### src/rtl/cpu_pkg.sv
// Shared opcode values, sequencer state encoding and opcode classification.
// Purely combinational helpers; no latency or flow control of their own.
package cpu_pkg;

    localparam logic [4:0] OP_ADD  = 5'b00011;
    localparam logic [4:0] OP_SUB  = 5'b00100;
    localparam logic [4:0] OP_AND  = 5'b00101;
    localparam logic [4:0] OP_OR   = 5'b00110;
    localparam logic [4:0] OP_SHR  = 5'b00111;
    localparam logic [4:0] OP_SHL  = 5'b01000;
    localparam logic [4:0] OP_ROR  = 5'b01001;
    localparam logic [4:0] OP_ROL  = 5'b01010;
    localparam logic [4:0] OP_MUL  = 5'b01110;
    localparam logic [4:0] OP_DIV  = 5'b01111;
    localparam logic [4:0] OP_NEG  = 5'b10000;
    localparam logic [4:0] OP_NOT  = 5'b10001;
    localparam logic [4:0] OP_NOP  = 5'b11010;
    localparam logic [4:0] OP_HALT = 5'b11011;

    typedef enum logic [3:0] {
        IDLE  = 4'h0,
        T0    = 4'h1,
        T1    = 4'h2,
        T2    = 4'h3,
        T3    = 4'h4,
        T4    = 4'h5,
        T5    = 4'h6,
        T6    = 4'h7,
        HALT  = 4'h8,
        FAULT = 4'h9
    } state_t;

    typedef struct packed {
        logic alu2;
        logic unary;
        logic muldiv;
        logic nop;
        logic halt;
        logic illegal;
    } op_class_t;

    function automatic op_class_t classify_op(input logic [4:0] opc);
        op_class_t c;
        c = '0;
        case (opc)
            OP_ADD, OP_SUB, OP_AND, OP_OR,
            OP_SHR, OP_SHL, OP_ROR, OP_ROL: c.alu2    = 1'b1;
            OP_MUL, OP_DIV:                 c.muldiv  = 1'b1;
            OP_NEG, OP_NOT:                 c.unary   = 1'b1;
            OP_NOP:                         c.nop     = 1'b1;
            OP_HALT:                        c.halt    = 1'b1;
            default:                        c.illegal = 1'b1;
        endcase
        return c;
    endfunction

endpackage

### src/rtl/op_class_decode.sv
// Maps the IR opcode field onto a one-hot instruction class.
// Combinational, zero latency; no flow control.
module op_class_decode
    import cpu_pkg::*;
(
    input  logic [4:0] opcode,
    output op_class_t  op_class
);

    assign op_class = classify_op(opcode);

endmodule

### src/rtl/control_sequencer.sv
// Moore control unit: fetch T0-T2, execute T3-T6, one cycle of strobes per state.
// ALU2/unary 6 cycles, mul/div 7, nop 4; T1 stalls on mem_rdy up to MEM_TIMEOUT cycles.
module control_sequencer
    import cpu_pkg::*;
#(
    parameter int OP_W        = 5,
    parameter int MEM_TIMEOUT = 15
)(
    input  logic            clk,
    input  logic            clr,
    input  logic            run,
    input  logic [31:0]     ir,
    input  logic            mem_rdy,
    output logic            PCout,
    output logic            MARin,
    output logic            incPC,
    output logic            Read,
    output logic            MDRin,
    output logic            MDRout,
    output logic            IRin,
    output logic            Yin,
    output logic            Zin,
    output logic            ZLowOut,
    output logic            ZHighOut,
    output logic            HIin,
    output logic            LOin,
    output logic            Gra,
    output logic            Grb,
    output logic            Grc,
    output logic            Rin,
    output logic            Rout,
    output logic [OP_W-1:0] alu_op,
    output logic            halted,
    output logic            fault,
    output logic [3:0]      state_o
);

    localparam int CNT_W = $clog2(MEM_TIMEOUT + 1);

    state_t           state, state_nxt;
    logic [CNT_W-1:0] wait_cnt, wait_cnt_nxt;
    op_class_t        cls;
    logic             unused_ir_bits;

    assign unused_ir_bits = ^ir[26:0];

    op_class_decode u_decode (
        .opcode   (ir[31:27]),
        .op_class (cls)
    );

    always_ff @(posedge clk or negedge clr) begin
        if (!clr) begin
            state    <= IDLE;
            wait_cnt <= '0;
        end else begin
            state    <= state_nxt;
            wait_cnt <= wait_cnt_nxt;
        end
    end

    // Strobes depend only on the state register and the already-loaded IR,
    // so an async clear forces every output low within the same cycle.
    always_comb begin
        state_nxt    = state;
        wait_cnt_nxt = wait_cnt;
        PCout    = 1'b0;
        MARin    = 1'b0;
        incPC    = 1'b0;
        Read     = 1'b0;
        MDRin    = 1'b0;
        MDRout   = 1'b0;
        IRin     = 1'b0;
        Yin      = 1'b0;
        Zin      = 1'b0;
        ZLowOut  = 1'b0;
        ZHighOut = 1'b0;
        HIin     = 1'b0;
        LOin     = 1'b0;
        Gra      = 1'b0;
        Grb      = 1'b0;
        Grc      = 1'b0;
        Rin      = 1'b0;
        Rout     = 1'b0;
        alu_op   = '0;

        case (state)
            IDLE: begin
                if (run) state_nxt = T0;
            end
            T0: begin
                PCout        = 1'b1;
                MARin        = 1'b1;
                incPC        = 1'b1;
                wait_cnt_nxt = '0;
                state_nxt    = T1;
            end
            T1: begin
                Read  = 1'b1;
                MDRin = 1'b1;
                // A ready arriving on the last allowed cycle still wins over the timeout.
                if (mem_rdy) begin
                    state_nxt = T2;
                end else begin
                    wait_cnt_nxt = wait_cnt + CNT_W'(1);
                    if (wait_cnt_nxt == CNT_W'(MEM_TIMEOUT)) state_nxt = FAULT;
                end
            end
            T2: begin
                MDRout    = 1'b1;
                IRin      = 1'b1;
                state_nxt = T3;
            end
            T3: begin
                if (cls.alu2 || cls.muldiv) begin
                    Grb       = 1'b1;
                    Rout      = 1'b1;
                    Yin       = 1'b1;
                    state_nxt = T4;
                end else if (cls.unary) begin
                    state_nxt = T4;
                end else if (cls.nop) begin
                    state_nxt = run ? T0 : IDLE;
                end else if (cls.halt) begin
                    state_nxt = HALT;
                end else begin
                    state_nxt = FAULT;
                end
            end
            T4: begin
                Zin    = 1'b1;
                Rout   = 1'b1;
                alu_op = ir[31 -: OP_W];
                if (cls.unary) Grb = 1'b1;
                else           Grc = 1'b1;
                state_nxt = T5;
            end
            T5: begin
                ZLowOut = 1'b1;
                if (cls.muldiv) begin
                    LOin      = 1'b1;
                    state_nxt = T6;
                end else begin
                    Gra       = 1'b1;
                    Rin       = 1'b1;
                    state_nxt = run ? T0 : IDLE;
                end
            end
            T6: begin
                ZHighOut  = 1'b1;
                HIin      = 1'b1;
                state_nxt = run ? T0 : IDLE;
            end
            HALT:    state_nxt = HALT;
            FAULT:   state_nxt = FAULT;
            default: state_nxt = FAULT;
        endcase
    end

    assign halted  = (state == HALT);
    assign fault   = (state == FAULT);
    assign state_o = state;

endmodule

### config.mk
export PLATFORM = sky130hd
export DESIGN_NAME = control_sequencer
export DESIGN_NICKNAME = d
export VERILOG_FILES = /design/src/rtl/cpu_pkg.sv /design/src/rtl/op_class_decode.sv /design/src/rtl/control_sequencer.sv
export SDC_FILE = /design/constraint.sdc
export NUM_CORES = 1
export LEC_CHECK = 0
export BUFFER_PORTS_ARGS = -buffer_cell sky130_fd_sc_hd__buf_2
export CAP_MARGIN = 20
export CORE_MARGIN = 1.5
export CORE_UTILIZATION = 43
export DETAILED_ROUTE_END_ITERATION = 12
export PLACE_DENSITY = 0.95
export RECOVER_POWER = 50
export SYNTH_ARGS = -nofsm -noshare
export SYNTH_HDL_FRONTEND = slang
export SYNTH_HIERARCHICAL = 1
export SYNTH_SLANG_ARGS = --single-unit
### constraint.sdc
create_clock -name clk -period 4 [get_ports clk]
set_input_delay 0.2 -clock clk [delete_from_list [all_inputs] [get_ports clk]]
set_output_delay 0.2 -clock clk [all_outputs]
set_load 0.02 [all_outputs]
After elaboration in Yosys (flattened, before gate mapping):

Index checks and enable logic that the tools add are counted.

* flip-flop bits (word level): 8
* input port bits: 36
* output and inout port bits: 29
* logic and storage cells: 73

* add/sub/neg operators: 1
* eq/ne operators: 27
* multiplexer cells: 35
* reduce and logical (&&, ||, !) cells: 8

Operators by type and width (count)
* 4-bit case mux with 9 select lines: 1
* 4-bit two-way mux: 7
* 5-bit by 4-bit == test with 1-bit output, second input constant: 5
* 1-bit two-way mux: 22
* 5-bit by 3-bit == test with 1-bit output, second input constant: 4
* 5-bit == test, second input constant: 4
* 4-bit by 3-bit == test with 1-bit output, second input constant: 4
* 4-bit == test, second input constant: 3
* 4-bit by 2-bit == test with 1-bit output, second input constant: 2
* 4-bit case mux with 2 select lines: 1
* 8-bit OR reduction: 1
* 5-bit by 2-bit == test with 1-bit output, second input constant: 1
* 5-bit two-way mux: 1
* 4-bit by 1-bit adder with 4-bit output, second input constant: 1
* 4-bit by 1-bit == test with 1-bit output, second input constant: 1
* 4-bit zero test: 1
* 2-bit inequality test, second input constant: 2
* 1-bit case mux with 2 select lines: 2
* 2-bit AND reduction: 2
* 2-bit OR reduction: 2
* 3-bit two-way mux: 1
* 3-bit inequality test, second input constant: 1
* 2-bit nonzero test: 1
* 1-bit logical OR: 1

Longest topological paths before layout:

Gate-level depths: netlist of run 1.

* depth in word-level cells: 7
* mapped depth: 7
* depth with buffers taken out: 7

Cells and area by module:

Netlist of run 1, hierarchy kept.

By module, submodules not included
* control_sequencer: instances 1, cells an instance 91, area an instance 748.2 µm², seq. area each 200.2 µm²
* op_class_decode: instances 1, cells an instance 17, area an instance 115.1 µm², seq. area each 0.0 µm²

Worst setup path before layout of run 1:

OpenSTA, ideal clock, no wires.

* path type: register to output
* from: register state[1], in the netlist state_o[1]
* to: output Read
* data arrival time: 1.673 ns
* required time: 3.800 ns
* path slack: 2.127 ns
* cell stages (with the launch flop): 5
* buffers on the path: 2
* cell sequence: dfrtp_1 > buf_2 > nand2b_1 > nor3_1 > buf_4

* cells in the longest elaborated chain, start to end: 2

RTL lines
* start, declared: line control_sequencer.sv:40 `state_t state, state_nxt;`
* start signal, assigned: line control_sequencer.sv:57 `state <= state_nxt;`
* 4-bit by 2-bit == test with 1-bit output
* 1-bit two-way mux
* end, declared: line control_sequencer.sv:17 `output logic Read,`

Every way passes these cells.

Worst setup path in the final report of run 1:

* from: register state[1], in the netlist state_o[1]
* to: output PCout

* cells in the longest elaborated chain, start to end: 2

RTL lines
* 4-bit by 1-bit == test with 1-bit output: line control_sequencer.sv:87 `case (state)`
* 1-bit two-way mux: line control_sequencer.sv:87
* end, declared: line control_sequencer.sv:14 `output logic PCout,`

Every way passes these cells.

==> results of run 1 <==
-- metrics by stage --
| step | util | hold WS [ns] | setup WS, ns |
|---|---|---|---|
| floorplan | - | -0.0956 | 2.13 |
| global placement | 0.540 | 0.0490 | 2.31 |
| detailed placement | 0.540 | 0.0525 | 2.27 |
| CTS | 0.558 | 0.245 | 1.98 |
| global route | 0.545 | 0.259 | 1.84 |
| finish | 0.545 | 0.249 | 1.98 |
-- worst register-to-register path: stages (launching register included) --
cell and delay, ns:
dfrtp_1 0.55, nand2b_1 0.32, or3_1 0.43, inv_2 0.11
mux2i_1 0.08, mux2_4 0.26
-- sequential cells by signal, summed over array words and instances, names as in the netlist --
name      count
state_o       4
wait_cnt      4
-- power by group through the flow --
| stage | Combinational (mW) | Sequential (mW) | Clock, mW |
|---|---|---|---|
| 2_1_floorplan | 0.202 | 0.137 | 0 |
| 3_3_place_gp | 0.214 | 0.158 | 0 |
| 3_5_place_dp | 0.220 | 0.160 | 0 |
| 4_1_cts | 0.223 | 0.159 | 0.0643 |
| 5_1_grt | 0.226 | 0.164 | 0.0685 |
| 6_report | 0.205 | 0.156 | 0.0622 |
-- how the worst max path moves through the flow --
stage | endpoint | cells after the start | slack (ns) | start
final | PCout | 4 | 1.98 | state_o[1]
after floorplan | Read | 4 | 2.13 | state_o[1]
after detailed placement | alu_op[4] | 4 | 2.27 | state_o[3]
after CTS | alu_op[4] | 4 | 1.98 | state_o[3]
after global routing | alu_op[4] | 4 | 1.84 | state_o[3]
after global placement | Rout | 4 | 2.31 | state_o[3]
-- cell type report --
cell class,count,area [um2]
inverter,7,26.3
sequential,8,200
multi-input combinational,75,487
tap,25,31.3
clock buffer,3,22.5
timing repair buffer,38,184
fill,177,795
-- per-layer routing --
metal | up-vias | track usage | share of wire
met5 | - | 0 | 0
met4 | 0 | 0.0971 | 0.014
met3 | 5 | 0.0314 | 0.064
met2 | 33 | 0.361 | 0.51
met1 | 388 | 0.193 | 0.41
li1 | 411 | - | -
-- repair_timing --
action / CTS / global route
hold endpoints to repair: 8 / 0
hold buffers: 1 / 0
buffers inserted: 0 / 0
gates resized for setup: 0 / 0
==> impl_metrics.json, run 1 <==
{
  "status": "finished clean",
  "htree_num_levels": 1,
  "setup_viol": 0,
  "ir_drop_v": 0.000305,
  "die_y_um": 46.2,
  "cts.sinks": 8,
  "placed_cells": 152,
  "ant_nets": 0,
  "final_area_um2": 951,
  "syn_inst": 101,
  "rows": 15,
  "die_area_um2": 2130,
  "tightest_slew_ns": 0.510,
  "totalWireLength_um": 1860,
  "clock_latency_ns": 0.25,
  "sw_frac_of_total": 0.513,
  "r2r-start": "state_o[1]",
  "hold_depth": 3,
  "crit_type": "reg2out",
  "final_common_cell": "buf_2",
  "pwr_density_cell_nw_per_um2": 445,
  "p_total_uw": 423,
  "min_path_type": "in2reg",
  "hold_start": "mem_rdy",
  "clockRootBuffer": "clkbuf_4",
  "slowest_delay_ns": 0.55,
  "pwr-share-clk": 0.147,
  "num_vias": 837,
  "hpwlAfterDp_um": 1470,
  "syn_nets": 139,
  "io_buffers": 37,
  "routedWlPerCell_um": 11.9,
  "io_pins": 65,
  "drive_gt1_frac": 0.282,
  "tns_ns": 0,
  "cts_tree": "built",
  "drv_cap": 0,
  "gp_congestion": 0.808,
  "placed_area_um2": 942,
  "slew_headroom": 0.659,
  "min_to": "state_o[1]",
  "path_cells": "nand2b_1 > or3_1 > inv_2 > buf_2",
  "num_antenna_cells": 0,
  "critPathTopFamily": "simple AND/OR/NAND/NOR gates",
  "syn_avg_cell_area_um2": 7.94,
  "clock.fmax_mhz": 494,
  "critPathLaunchType": "flip-flop",
  "combPwrFrac": 0.484,
  "power.internal_uw": 206,
  "r2r_cells": 5,
  "grt_pass1_vias": 730,
  "reg2reg_to": "wait_cnt[2]",
  "leakagePower_nw": 0.469,
  "track_usage": 0.190,
  "drtIter0Drc": 21,
  "clkSlewWorstSetupHoldPaths_ns": 0.05,
  "drv_slew": 0,
  "layout_min_cycle_time_ns": 2.02,
  "min_period_over_period": 0.506,
  "routed_via_density": 5.37,
  "p_seq_frac": 0.369,
  "yosys_warnings": 6,
  "antenna_found_initial": 0,
  "die_w_um": 46.2,
  "required_ns": 3.80,
  "rsz0062_at_grt": "false",
  "cp_slowest_cell": "dfrtp_1",
  "clk_path_buf_depth": 2,
  "mostFrequentLayoutCells": "buf_2, nor3_1, nor2_1, clkbuf_1, dfrtp_1",
  "grt_start_max_net_pins": 16,
  "drcViolationCount": 0,
  "endpoint_kind": "output pin",
  "start_util": 0.459,
  "cp_num_buf_inv": 2,
  "syn2layout_area_growth_pct": 18.6,
  "drt_pre_antenna_iters": 4,
  "nets": 171,
  "regToRegSetupSlack_ns": 2.15,
  "skew_ns": 0.00242,
  "finalHoldViolations": 0,
  "grt_pass1_wl_um": 2880,
  "path_max_fanout": 15,
  "arrival_ns": 1.82,
  "final_cells": 156,
  "p_switching_uw": 217,
  "synth_area_um2": 802,
  "coreArea_um2": 1750,
  "cts_buffers": 3,
  "overflow": 0
}
No activity file was read; power rests on OpenSTA's default activity.
==> run 2: changes to the inputs <==
CORE_UTILIZATION = 36   (was 43)
PLACE_DENSITY = 0.88   (was 0.95)
clock period = 1.67 ns   (was 4 ns; I/O delays follow)
==> run 2 against run 1 <==
  * Final cell count is 7.1% higher
  * Die area increased by 18%
  * Utilization decreased by 2.6 points
  * Sequential cell count unchanged
  * Clock-buffer cell count did not move
  * First-iteration DRC count decreased by 29%
  * Clock power grew 140%
  * Cell area up 10%
  * Non-clock buffer count rose by 9
==> impl_metrics.json, run 2 (synthesis results as in run 1) <==
{
  "pwr_density_cell_nw_per_um2": 1100,
  "drive_gt1_frac": 0.371,
  "io_pins": 65,
  "drtIter0Drc": 15,
  "grt_pass1_vias": 756,
  "regToRegSetupSlack_ns": 0.16,
  "cts.sinks": 8,
  "final_core_util": 0.519,
  "clkSlewWorstSetupHoldPaths_ns": 0.06,
  "die_area_um2": 2520,
  "p_total_mw": 1.16,
  "die_y_um": 50.2,
  "hpwlAfterDp_um": 1560,
  "reg2reg_to": "state_o[3]",
  "totalWireLength_um": 2000,
  "antenna_found_initial": 0,
  "clk_path_buf_depth": 2,
  "routed_via_density": 5.19,
  "ir_drop_v": 0.000703,
  "num_vias": 866,
  "endpoint_kind": "output pin",
  "drv_slew": 0,
  "crit_type": "reg2out",
  "slew_headroom": 0.684,
  "clock_latency_ns": 0.25,
  "min_period_over_period": 0.937,
  "drv_cap": 0,
  "tightest_slew_ns": 0.474,
  "io_buffers": 37,
  "final_common_cell": "buf_2",
  "overflow": 0,
  "status": "finished clean",
  "die_w_um": 50.2,
  "mostFrequentLayoutCells": "buf_2, nor3_1, clkbuf_1",
  "htree_num_levels": 1,
  "finalHoldViolations": 0,
  "setup.worst_path.end": "incPC",
  "track_usage": 0.156,
  "r2r_cells": 6,
  "min_path_type": "in2reg",
  "layout_min_cycle_time_ns": 1.57,
  "clock.fmax_mhz": 639,
  "rsz0062_at_grt": "false",
  "cts_tree": "built",
  "crit_path_start": "state_o[3]",
  "path_max_fanout": 4,
  "drcViolationCount": 0,
  "skew_ns": 0.00538,
  "arrival_ns": 1.48,
  "drt_pre_antenna_iters": 4,
  "gp_congestion": 0.780,
  "routedWlPerCell_um": 12.0,
  "required_ns": 1.59,
  "rows": 16,
  "grt_pass1_wl_um": 3100,
  "critPathLaunchType": "flip-flop",
  "coreArea_um2": 2020,
  "num_antenna_cells": 0,
  "clockRootBuffer": "clkbuf_4",
  "cts_buffers": 3,
  "nets": 180,
  "whs_ns": 0.130,
  "setup_viol": 0,
  "ant_nets": 0,
  "leakagePower_nw": 0.519,
  "syn2layout_area_growth_pct": 30.9,
  "start_util": 0.397,
  "r2r-start": "state_o[3]",
  "grt_start_max_net_pins": 15
}
run 2: changes by cell type in the layout (fill, tap and decap cells not counted), sizes merged:
cell / previous run / this run
clkbuf: 12 / 13
buf: 28 / 36
run 2: routing by layer:
layer  vias up  track usage  wire length [um]
met5         -            0                 0
met4         0       0.0556                 9
met3         2       0.0119               108
met2        28        0.307              1020
met1       404        0.169               859
li1        432            -                 -
run 2: power by group:
group | total, mW | switching [mW] | internal (mW)
Sequential | 0.309 | 0.0672 | 0.242
Clock | 0.151 | 0.0685 | 0.0824
Combinational | 0.695 | 0.421 | 0.275
run 2: cell type report:
cell class              instances  area, um2
clock buffers                   3       22.5
fillers                       203        972
repair buffers                 47        246
multi-input cells              75        518
flip-flops and latches          8        203
inverters                       7       26.3
well taps                      27       33.8
run 2: through the flow:
step           area (um2)  setup TNS, ns  setup slack [ns]  std cells
5_1_grt              1050              0            0.0271        167
2_1_floorplan         802         -0.200           -0.0864        101
3_3_place_gp          997              0             0.224        161
6_report             1050              0             0.104        167
3_5_place_dp          997              0             0.180        161
4_1_cts              1040              0            0.0125        165
run 2: timing repair:
item | 4_1_cts | 5_1_grt
gates resized for setup | 4 | 4
hold buffers | 1 | 0
endpoints found under the setup margin | 9 | 10
setup buffers | 0 | 2
pin swaps | 0 | 1
hold endpoints to repair | 8 | 0
run 2: critical path, stage by stage, from the launching register on:
cell	delay, ns
dfrtp_2	0.41
clkbuf_1	0.14
or3_4	0.43
inv_2	0.09
buf_2	0.16
run 2: worst min-delay path by stage:
stage	start	to	cells past startpoint
finish	mem_rdy	state_o[1]	3
global route	mem_rdy	state_o[1]	3
CTS	mem_rdy	state_o[1]	3
detailed placement	clr	wait_cnt[2]	1
global placement	clr	wait_cnt[1]	1
floorplan	clr	state_o[0]	0
==> run 3: changes to the inputs <==
--- a/constraint.sdc
+++ b/constraint.sdc
@@ -3,2 +3,2 @@
 set_output_delay 0.0835 -clock clk [all_outputs]
-set_load 0.02 [all_outputs]
+set_load 0.01 [all_outputs]
==> run 3 against run 2 <==
  * Global-route usage down 0.11 points
  * Fmax up 0.81%
  * Critical path depth did not move
  * Cell area decreased by 0.72%
  * Register-to-register slack about the same
  * Utilization down 0.37 points
  * Final cell count down 1.8%
  * Non-clock buffer count is 3 lower
  * Clock power about the same
  * Wire length down 0.95%
  * Via count decreased by 5.4%
  * Largest power group unchanged
==> impl_metrics.json, run 3 (synthesis results as in run 1) <==
{
  "routed_via_density": 4.99,
  "drv_slew": 0,
  "num_vias": 819,
  "layout_min_cycle_time_ns": 1.55,
  "status": "finished clean",
  "grt_start_max_net_pins": 15,
  "cts_buffers": 3,
  "grt_pass1_wl_um": 3050,
  "finalHoldViolations": 0,
  "cp_num_buf_inv": 2,
  "skew_ns": 0.00551,
  "p_switching_uw": 482,
  "coreArea_um2": 2020,
  "htree_num_levels": 1,
  "tns_ns": 0,
  "start_util": 0.397,
  "drive_gt1_frac": 0.394,
  "power.internal_uw": 572,
  "hpwlAfterDp_um": 1540,
  "routedWlPerCell_um": 12.1,
  "arrival_ns": 1.47,
  "die_y_um": 50.2,
  "totalWireLength_um": 1980,
  "ir_drop_v": 0.000590,
  "leakagePower_nw": 0.521,
  "rows": 16,
  "clock.fmax_mhz": 644,
  "drcViolationCount": 0,
  "io_pins": 65,
  "num_antenna_cells": 0,
  "die_area_um2": 2520,
  "syn2layout_area_growth_pct": 30.0,
  "path_max_fanout": 6,
  "clkSlewWorstSetupHoldPaths_ns": 0.06,
  "p_seq_frac": 0.319,
  "placed_area_um2": 990,
  "cp_slowest_cell": "dfrtp_1",
  "final_common_cell": "buf_2",
  "track_usage": 0.154,
  "crit_type": "reg2out",
  "fin_ws_ns": 0.117,
  "pwr-share-clk": 0.141,
  "overflow": 0,
  "rsz0062_at_grt": "false",
  "drt_pre_antenna_iters": 2,
  "path_cells": "nand2b_4 > or3_4 > inv_2 > buf_2",
  "cts_tree": "built",
  "antenna_found_initial": 0,
  "p_total_mw": 1.05,
  "final_core_util": 0.515,
  "min_path_type": "in2reg",
  "clock_latency_ns": 0.25,
  "nets": 177,
  "tightest_slew_ns": 0.428,
  "setup_viol": 0,
  "endpoint_kind": "output pin",
  "critPathLaunchType": "flip-flop",
  "combPwrFrac": 0.541,
  "drv_cap": 0,
  "sw_frac_of_total": 0.458,
  "slowest_delay_ns": 0.50,
  "clk_path_buf_depth": 2,
  "die_w_um": 50.2,
  "pwr_density_cell_nw_per_um2": 1010,
  "clockRootBuffer": "clkbuf_4",
  "gp_congestion": 0.786,
  "drtIter0Drc": 12,
  "mostFrequentLayoutCells": "buf_2, nor3_1, nor2_1",
  "slew_headroom": 0.714,
  "grt_pass1_vias": 735,
  "dp_slack_ns": 0.141,
  "required_ns": 1.59,
  "io_buffers": 37,
  "min_period_over_period": 0.930,
  "cts.sinks": 8,
  "critPathTopFamily": "flip-flops",
  "ant_nets": 0,
  "final_area_um2": 1040
}
## run 3: timing repair
action,4_1_cts,5_1_grt
gates cloned,0,0
setup endpoints to repair,10,10
buffers inserted,0,0
resized for setup,4,4
hold buffers,1,0
endpoints found under the hold margin,8,0
## run 3: per-layer routing
layer | global-route usage | vias to the layer above | part of all wire
li1 | - | 425 | -
met1 | 0.168 | 364 | 0.43
met2 | 0.300 | 28 | 0.51
met3 | 0.0179 | 2 | 0.054
met4 | 0.0556 | 0 | 0.0071
met5 | 0 | - | 0
## run 3: final cells by class
type | count | area (um2)
multi-input cells | 75 | 528
repair buffers | 44 | 229
fillers | 202 | 980
flip-flops and latches | 8 | 203
inverters | 7 | 26.3
clock buffers | 3 | 22.5
well taps | 27 | 33.8
## run 3: worst paths after layout
path / from / endpoint / slack [ns] / depth (start not counted)
max in group asynchronous: clr / state_o[2] / 1.07 / 2
min in group asynchronous: clr / wait_cnt[2] / 0.27 / 2
max: state_o[0] / incPC / 0.12 / 4
max reg2reg: state_o[0] / wait_cnt[2] / 0.15 / 5
min: mem_rdy / state_o[1] / 0.12 / 3
min reg2reg: state_o[3] / state_o[2] / 0.57 / 1
## run 3: power groups by stage
stage | logic, mW | clock network, mW | registers [mW]
floorplan | 0.429 | 0 | 0.302
global placement | 0.541 | 0 | 0.327
detailed placement | 0.552 | 0 | 0.330
CTS | 0.567 | 0.152 | 0.334
global route | 0.620 | 0.167 | 0.351
finish | 0.570 | 0.148 | 0.336
## run 3: through the flow
stage,hold WS (ns),cells
6_report,0.121,164
5_1_grt,0.138,164
4_1_cts,0.120,164
3_5_place_dp,-0.0635,160
3_3_place_gp,-0.0730,160
2_1_floorplan,-0.212,101
## run 3: worst reg2reg max path, delay by kind of cell, from the launching register on
family,cells,cell delay [ns]
muxes,2,0.32
DFF,1,0.50
buffers and inverters,1,0.09
and+or+nand+nor,2,0.50
